`config.mk`:
```
export PLATFORM = sky130hd
export DESIGN_NAME = arm_bus_slave
export DESIGN_NICKNAME = d
export VERILOG_FILES = /design/src/rtl/arm_bus_slave_pkg.sv /design/src/rtl/bus_sync.sv /design/src/rtl/arm_bus_slave.sv
export SDC_FILE = /design/constraint.sdc
export NUM_CORES = 1
export LEC_CHECK = 0
export CORE_AREA = 2 2 242 244
export CTS_CLUSTER_SIZE = 40
export DETAILED_ROUTE_END_ITERATION = 12
export DIE_AREA = 0 0 244 246
export GPL_ROUTABILITY_DRIVEN = 0
export PLACE_DENSITY = 0.78
export SETUP_SLACK_MARGIN = 0.2
export SLEW_MARGIN = 25
export SYNTH_ARGS = -nofsm -noshare
export SYNTH_HDL_FRONTEND = slang
export SYNTH_SLANG_ARGS = --single-unit
```
`constraint.sdc`:
```
create_clock -name clk -period 3.5 [get_ports clk]
set_input_delay 0.35 -clock clk [delete_from_list [all_inputs] [get_ports clk]]
set_output_delay 0.35 -clock clk [all_outputs]
set_load 0.01 [all_outputs]
```
`src/rtl/arm_bus_slave_pkg.sv`:
```
// Shared definitions for the asynchronous-bus register slave: register map indices and FSM encoding.
package arm_bus_slave_pkg;

  localparam int REG_ID       = 0;
  localparam int REG_IRQ_STAT = 1;
  localparam int REG_IRQ_MASK = 2;
  localparam int REG_GP0      = 3;

  typedef enum logic [1:0] {
    ST_IDLE  = 2'd0,
    ST_WRITE = 2'd1,
    ST_READ  = 2'd2,
    ST_ACK   = 2'd3
  } state_t;

endpackage

```
`src/rtl/bus_sync.sv`:
```
// Multi-stage flop synchronizer for a bundle of asynchronous bus inputs.
// Each bit resets to its own value so strobes come out of reset inactive.
module bus_sync #(
  parameter int             W       = 1,
  parameter int             DEPTH   = 2,
  parameter logic [W-1:0]   RST_VAL = '0
) (
  input  logic         clk,
  input  logic         rst_n,
  input  logic [W-1:0] d,
  output logic [W-1:0] q
);

  logic [W-1:0] stg [DEPTH];

  always_ff @(posedge clk or negedge rst_n) begin
    if (!rst_n) begin
      for (int i = 0; i < DEPTH; i++) stg[i] <= RST_VAL;
    end else begin
      stg[0] <= d;
      for (int i = 1; i < DEPTH; i++) stg[i] <= stg[i-1];
    end
  end

  assign q = stg[DEPTH-1];

endmodule

```
`src/rtl/arm_bus_slave.sv`:
```
// Register slave on an asynchronous strobe bus: synchronized inputs, 4-state access FSM,
// ID/IRQ-status/IRQ-mask/general registers, fixed SYNC_STAGES+2 acknowledge latency.
module arm_bus_slave
  import arm_bus_slave_pkg::*;
#(
  parameter int          DW          = 32,
  parameter int          AW          = 24,
  parameter int          NREGS       = 16,
  parameter int          NIRQ        = 8,
  parameter int          SYNC_STAGES = 2,
  parameter logic [31:0] ID_VALUE    = 32'h0453_0002
) (
  input  logic                  clk,
  input  logic                  rst,
  input  logic [AW-1:0]         addr,
  input  logic [DW-1:0]         din,
  input  logic [DW/8-1:0]       be_n,
  input  logic                  rs_n,
  input  logic                  ws_n,
  input  logic                  as,
  input  logic [NIRQ-1:0]       irq_src,
  output logic [DW-1:0]         dout,
  output logic                  dout_en,
  output logic                  dtack_n,
  output logic                  irq,
  output logic [NREGS*DW-1:0]   regs_q
);

  localparam int BW = DW / 8;
  localparam int IW = $clog2(NREGS);
  localparam int SW = AW + DW + BW + 3;
  localparam logic [SW-1:0] SYNC_RST = {1'b0, 1'b1, 1'b1, {BW{1'b1}}, {DW{1'b0}}, {AW{1'b0}}};

  logic [SW-1:0] sync_q;
  logic [AW-1:0] addr_s;
  logic [DW-1:0] din_s;
  logic [BW-1:0] be_s;
  logic          rs_s, ws_s, as_s;

  bus_sync #(.W(SW), .DEPTH(SYNC_STAGES), .RST_VAL(SYNC_RST)) u_sync (
    .clk   (clk),
    .rst_n (rst),
    .d     ({as, ws_n, rs_n, be_n, din, addr}),
    .q     (sync_q)
  );

  assign {as_s, ws_s, rs_s, be_s, din_s, addr_s} = sync_q;

  state_t state, state_nxt;
  logic   wr_en, rd_en, ack_done;

  always_ff @(posedge clk or negedge rst) begin
    if (!rst) state <= ST_IDLE;
    else      state <= state_nxt;
  end

  // Write is tested first so it wins when both strobes are low.
  always_comb begin
    state_nxt = state;
    unique case (state)
      ST_IDLE: begin
        if (as_s && !ws_s)      state_nxt = ST_WRITE;
        else if (as_s && !rs_s) state_nxt = ST_READ;
      end
      ST_WRITE, ST_READ: state_nxt = ST_ACK;
      ST_ACK:  if (rs_s && ws_s) state_nxt = ST_IDLE;
      default: state_nxt = ST_IDLE;
    endcase
  end

  always_comb begin
    wr_en    = (state == ST_WRITE);
    rd_en    = (state == ST_READ);
    dtack_n  = (state != ST_ACK);
    ack_done = (state == ST_ACK) && rs_s && ws_s;
  end

  logic [IW-1:0] idx;
  logic          oor, wr_hit, unused_ok;
  logic [DW-1:0] bm;
  logic [DW-1:0] rd_data;
  logic [NIRQ-1:0] w1c;

  assign idx       = addr_s[IW+1:2];
  assign oor       = |(addr_s >> (IW + 2));
  assign wr_hit    = wr_en && !oor;
  assign unused_ok = ^addr_s[1:0];

  always_comb begin
    bm = '0;
    for (int l = 0; l < BW; l++) bm[8*l +: 8] = {8{~be_s[l]}};
  end

  assign w1c = (wr_hit && idx == IW'(REG_IRQ_STAT)) ? (din_s[NIRQ-1:0] & bm[NIRQ-1:0]) : '0;

  logic [NIRQ-1:0] status, mask;
  logic [DW-1:0]   gp [REG_GP0:NREGS-1];

  // A new event outranks a same-cycle W1C of the same bit.
  always_ff @(posedge clk or negedge rst) begin
    if (!rst) begin
      status <= '0;
      mask   <= '0;
      irq    <= 1'b0;
    end else begin
      status <= (status & ~w1c) | irq_src;
      if (wr_hit && idx == IW'(REG_IRQ_MASK))
        mask <= (mask & ~bm[NIRQ-1:0]) | (din_s[NIRQ-1:0] & bm[NIRQ-1:0]);
      irq <= |(status & mask);
    end
  end

  always_ff @(posedge clk or negedge rst) begin
    if (!rst) begin
      for (int g = REG_GP0; g < NREGS; g++) gp[g] <= '0;
    end else if (wr_hit) begin
      for (int g = REG_GP0; g < NREGS; g++)
        if (idx == IW'(g)) gp[g] <= (gp[g] & ~bm) | (din_s & bm);
    end
  end

  logic [DW-1:0] reg_file [NREGS];

  for (genvar g = 0; g < NREGS; g++) begin : g_map
    if (g == REG_ID) begin : g_id
      assign reg_file[g] = DW'(ID_VALUE);
    end else if (g == REG_IRQ_STAT) begin : g_stat
      assign reg_file[g] = DW'(status);
    end else if (g == REG_IRQ_MASK) begin : g_mask
      assign reg_file[g] = DW'(mask);
    end else begin : g_gp
      assign reg_file[g] = gp[g];
    end
    assign regs_q[g*DW +: DW] = reg_file[g];
  end

  assign rd_data = oor ? '0 : reg_file[idx];

  // dout is held between reads; only dout_en decides whether it reaches the bus.
  always_ff @(posedge clk or negedge rst) begin
    if (!rst) begin
      dout    <= '0;
      dout_en <= 1'b0;
    end else begin
      if (rd_en) begin
        dout    <= rd_data;
        dout_en <= 1'b1;
      end else if (ack_done) begin
        dout_en <= 1'b0;
      end
    end
  end

endmodule

```
After elaboration in Yosys (flattened, before gate mapping)
Cells that the tools add are included.
W data, S select, Z words.
Storage, ports and cells
  input port bits: 73
  memories kept: 0
  output and inout port bits: 547
  RAM bits: 0
  latch bits: 0
  ROM bits: 0
  register bits after elaboration: 594
Operators by class
  mux-type cells: 11
  eq/ne operators: 21
  divide/modulo/power cells: 0
  magnitude comparators: 1
  multipliers: 0
  bitwise gates (word level): 41
  $add $sub $neg: 0
  shift operators: 0
  reduce and logical (&&, ||, !) cells: 30
Operator list (number)
  $and A32 B32 Y32: 14
  $or A32 B32 Y32: 13
  $bmux W32 S4: 1
  $mux W32: 3
  $and A8 B8 Y8: 4
  $eq A4 B4 Y1 const B: 8
  $not A32 Y32: 1
  $reduce_and A2 Y1: 14
  $reduce_or A18 Y1: 1
  $eq A4 B3 Y1 const B: 4
  $not A8 Y8: 2
  $or A8 B8 Y8: 2
  $eq A4 B2 Y1 const B: 2
  $logic_and A1 B1 Y1: 8
  $mux W8: 1
  $reduce_or A8 Y1: 1
  $mux W2: 3
  $pmux W2 S3: 1
  $ge A5 B5 Y1 const B: 1
  $not A4 Y5: 1
  $eq A2 B2 Y1 const B: 2
  $eq A4 B1 Y1 const B: 1
  $ne A2 B2 Y1 const B: 2
  $not A1 Y1: 4
  other kinds (7): 10

Logic depth before layout (Yosys ltp)
  word-level depth: 8
  gate-level depth with buffers: 7
  depth with buffers taken out: 6

Cells and area by module
A second synthesis with hierarchy kept.
Unflattened totals
  cell total of the unflattened synthesis: 1788
  area total of the unflattened synthesis: 26151.3 µm²
By module, submodules not included
  arm_bus_slave: instances 1, area each 22510.3 µm², seq. area each 11711.2 µm², cells each 1599
  bus_sync: instances 1, area each 3641.0 µm², seq. area each 3168.0 µm², cells each 189

Least setup slack after synthesis
Ideal clock, no wire load.
  path kind: register -> register
  start point: register u_sync.stg (netlist bit u_sync.q[7])
  end point: register (tool-made name)
  arrival time: 2.522 ns
  clock period less this slack: 2.647 ns
  slack: 0.853 ns
  stages on the path, launching flop included: 8
  path buffers: 3
  data required time: 3.375 ns
  cells stage by stage: dfrtp_1 -> or4_1 -> buf_2 -> or4_1 -> buf_2 -> or4_1 -> buf_6 -> mux2_4
RTL lines
  start: declaration: line bus_sync.sv:14  | logic [W-1:0] stg [DEPTH];

==> impl_results.md <==
* Status: completed
* Worst setup margin at 0.414 ns
* CTS root buf: clkbuf_16
* Drt drc at 0
* IO Port Bufs at 537
* Clock transition at the registers of the reported paths at 0.06 ns
* Hold Fails Final Rpt at 0
* Post-synth top area share at 57.1%
* Fin. max-slew vios at 0
* Chip Width at 244 um
* F_max at 324 MHz
* # IOs at 620
* RSZ-0062 raised after global routing: no
* Final setup TNS at 0 ns
* Largest net degree at the start of global routing at 97
* Relative slew slack at 40.4%
* Synth Area in Adders at 0.247%
* Pre-CTS setup slack at 0.437 ns
* Synthesis-stage register bit count at 590
* WP data required at 4.00 ns
* Vias/cell at 5.61
* Compound-gate portion of the synthesized area at 4.73%
* Register area share after synthesis at 58.4%
* Initial antenna violation count at 3
* Core area at 57400 sq um
* Top post-synthesis cells by count: dfrtp_1, mux2_2, clkbuf_1
* Max-cap violations at 0
* Worst setup EP type: flop
* Worst endpoint data arrival time at 3.58 ns
* LEAKAGE at 15.4 nW
* Area Growth Syn to Fin at 33.2%
* Ys async rst share at 100%
* Fraction of layout instances using a drive strength above 1 at 31.3%
* TritonCTS clock tree: yes
* Top fanout value on the critical path at 8
* Main synth FF type: dfrtp_1
* Top-count cell post-synth: dfrtp_1
* CTS buffer count at 60
* Global-route wire length before repair at 125000 um
* Worst min-delay path class: input port to flop
* Setup Skew at 0.0236 ns
* Post-CTS setup repair buffer count at 0
* H-tree Lvls at 2
* Number of global-route vias before repair at 18600
* Yosys warns at 0
* Syn Area/Cell at 14.5 sq um
* DP Wirelength at 60200 um
* PD cells at 437 nW/um^2
* Critical path, cell by cell: or4_1 > or4_1 > or4_1 > mux2_4
* Mapped Area at 25300 sq um
* Largest family of logic cells by synthesized area: multiplexers
* Max Root-Sink Buffers at 3
* Synth Area in Simple Gates at 4.36%
* Mux contribution to synthesized area at 27.6%
* Critical path class: flop to flop
* Peak supply drop at 0.402 mV
* Setup Viol. Count Final at 0
* Xor/xnor cell area share of the yosys netlist at 0%
* Nets at 2388
* Worst-Skew Late Latency at 0.62 ns
* Detailed Routing Iterations Pass 1 at 5
* Syn Inst Count at 1746
* Period minus WS final at 3.09 ns
* DR WL/cell at 27.4 um
* DRT Wirelength at 85800 um
* Die Area at 60000 sq um
* Filler cells at 4434
* All-layer global routing usage at 28.4%
* Number of distinct library cells after synthesis at 51
* Vias at 17500
* Final worst path period share at 88.2%
* Area leader, netlist: dfrtp_1
* Crit path largest cell delay at 0.87 ns
* Top cells by area, synth: dfrtp_1, mux2_2, mux4_2
* Most numerous cell on the critical path: or4_1
* Die Ht at 246 um
* Crit-path slowest cell: or4_1
* Initial DRC Count at 1200
* ANT nets after route at 0
* CTS Sinks at 590
* CP startpoint kind: flop
* Total grt overflow at 0
* Number of synthesized flops with an enable pin at 0
* FP Rows at 88
* Slew @ Worst Pin at 0.894 ns
* Initial Utilization at 44.1%
## cell type report
class                      count  area (sq um)  share of cell area, %
clock buffer                  84          1720                   5.11
timing repair buffer         611          6040                   17.9
clock inverter                30           374                   1.11
multi-input combinational   1002          9670                   28.7
inverter                      45           169                  0.501
sequential                   590         14800                   43.9
antenna                        2          5.00                 0.0148
tap                          765           957                   2.84
## cells in the final DEF (no fill, tap or decap), types with 4 or more instances in the layout
| master | count |
|---|---|
| clkinv_2 | 17 |
| a311oi_1 | 5 |
| nand2_1 | 27 |
| mux2_2 | 439 |
| dfrtp_1 | 575 |
| nor3_1 | 12 |
| o221ai_1 | 4 |
| o22ai_1 | 41 |
| nor3_2 | 37 |
| mux2_4 | 8 |
| conb_1 | 80 |
| clkbuf_8 | 9 |
| a31oi_1 | 23 |
| o32ai_1 | 31 |
| or4_1 | 8 |
| a21o_1 | 20 |
| dfstp_2 | 12 |
| ha_1 | 4 |
| mux2i_1 | 74 |
| or2_2 | 5 |
| o21ai_0 | 17 |
| buf_12 | 8 |
| or3_1 | 12 |
| nand4_1 | 4 |
| nand2b_1 | 6 |
| nand3_1 | 20 |
| a22oi_1 | 5 |
| bufinv_16 | 8 |
| clkdlybuf4s50_1 | 536 |
| a221oi_1 | 7 |
| inv_1 | 44 |
| clkbuf_16 | 62 |
| nor2_1 | 25 |
| buf_4 | 65 |
| clkbuf_1 | 13 |
| o21a_1 | 6 |
| mux4_2 | 52 |
| a32oi_1 | 4 |
## power breakdown
group	switching (mW)	internal, mW	total, mW
Clock	2.73	4.03	6.75
Sequential	0.144	6.92	7.06
Combinational	0.596	0.315	0.911
Total	3.47	11.3	14.7
## critical path: cells and delay by family (launching register included)
kind	cells	cell delay, ns
flops	1	0.38
mux	1	0.40
simple gates	3	2.18
## metal layers
| layer | GRT usage [%] | wire length (um) | up-vias |
|---|---|---|---|
| li1 | - | - | 7383 |
| met1 | 35.7 | 33400 | 9148 |
| met2 | 47.0 | 41900 | 842 |
| met3 | 8.14 | 7280 | 173 |
| met4 | 10.4 | 3290 | 2 |
| met5 | 0 | 14 | - |
## logic make-up after synthesis
group	Yosys count
flip-flops	590
multiplexers	574
buffers and inverters	232
AND/OR/NAND/NOR	176
AO/OA/AOI/OAI	167
adder cells (fa/ha/maj)	5
other	2
## path summary, 6_finish.rpt
kind | from | endpoint | slack (ns) | depth (start not counted)
hold reg to reg | u_sync.stg[77] | u_sync.q[14] | 0.35 | 0
setup / recovery | u_sync.q[7] | flop | 0.41 | 4
hold / removal | be_n[2] | u_sync.stg[121] | 0.13 | 1
max in group asynchronous | rst | asynchronous set/reset pin | 2.02 | 4
min in group asynchronous | rst | u_sync.stg[116] | 0.33 | 2
setup reg to reg | u_sync.q[7] | flop | 0.41 | 4
## metrics by stage
stage	hold slack, ns	total power [mW]	instances	utilization, %	cell area [sq um]
floorplan	0.0544	7.62	1824	-	25600
global placement	0.334	8.06	3012	55.1	31600
detailed placement	0.335	8.09	3012	55.1	31600
CTS	0.103	14.8	3127	58.8	33700
global route	0.108	15.2	3129	58.8	33700
finish	0.127	14.7	3129	58.8	33700
## what timing repair did
action                    4_1_cts  5_1_grt
hold endpoints to repair       88        0
hold buffers                    1        0
gates resized for setup         0        0
Note: power is estimated with default switching activity, not from simulation.
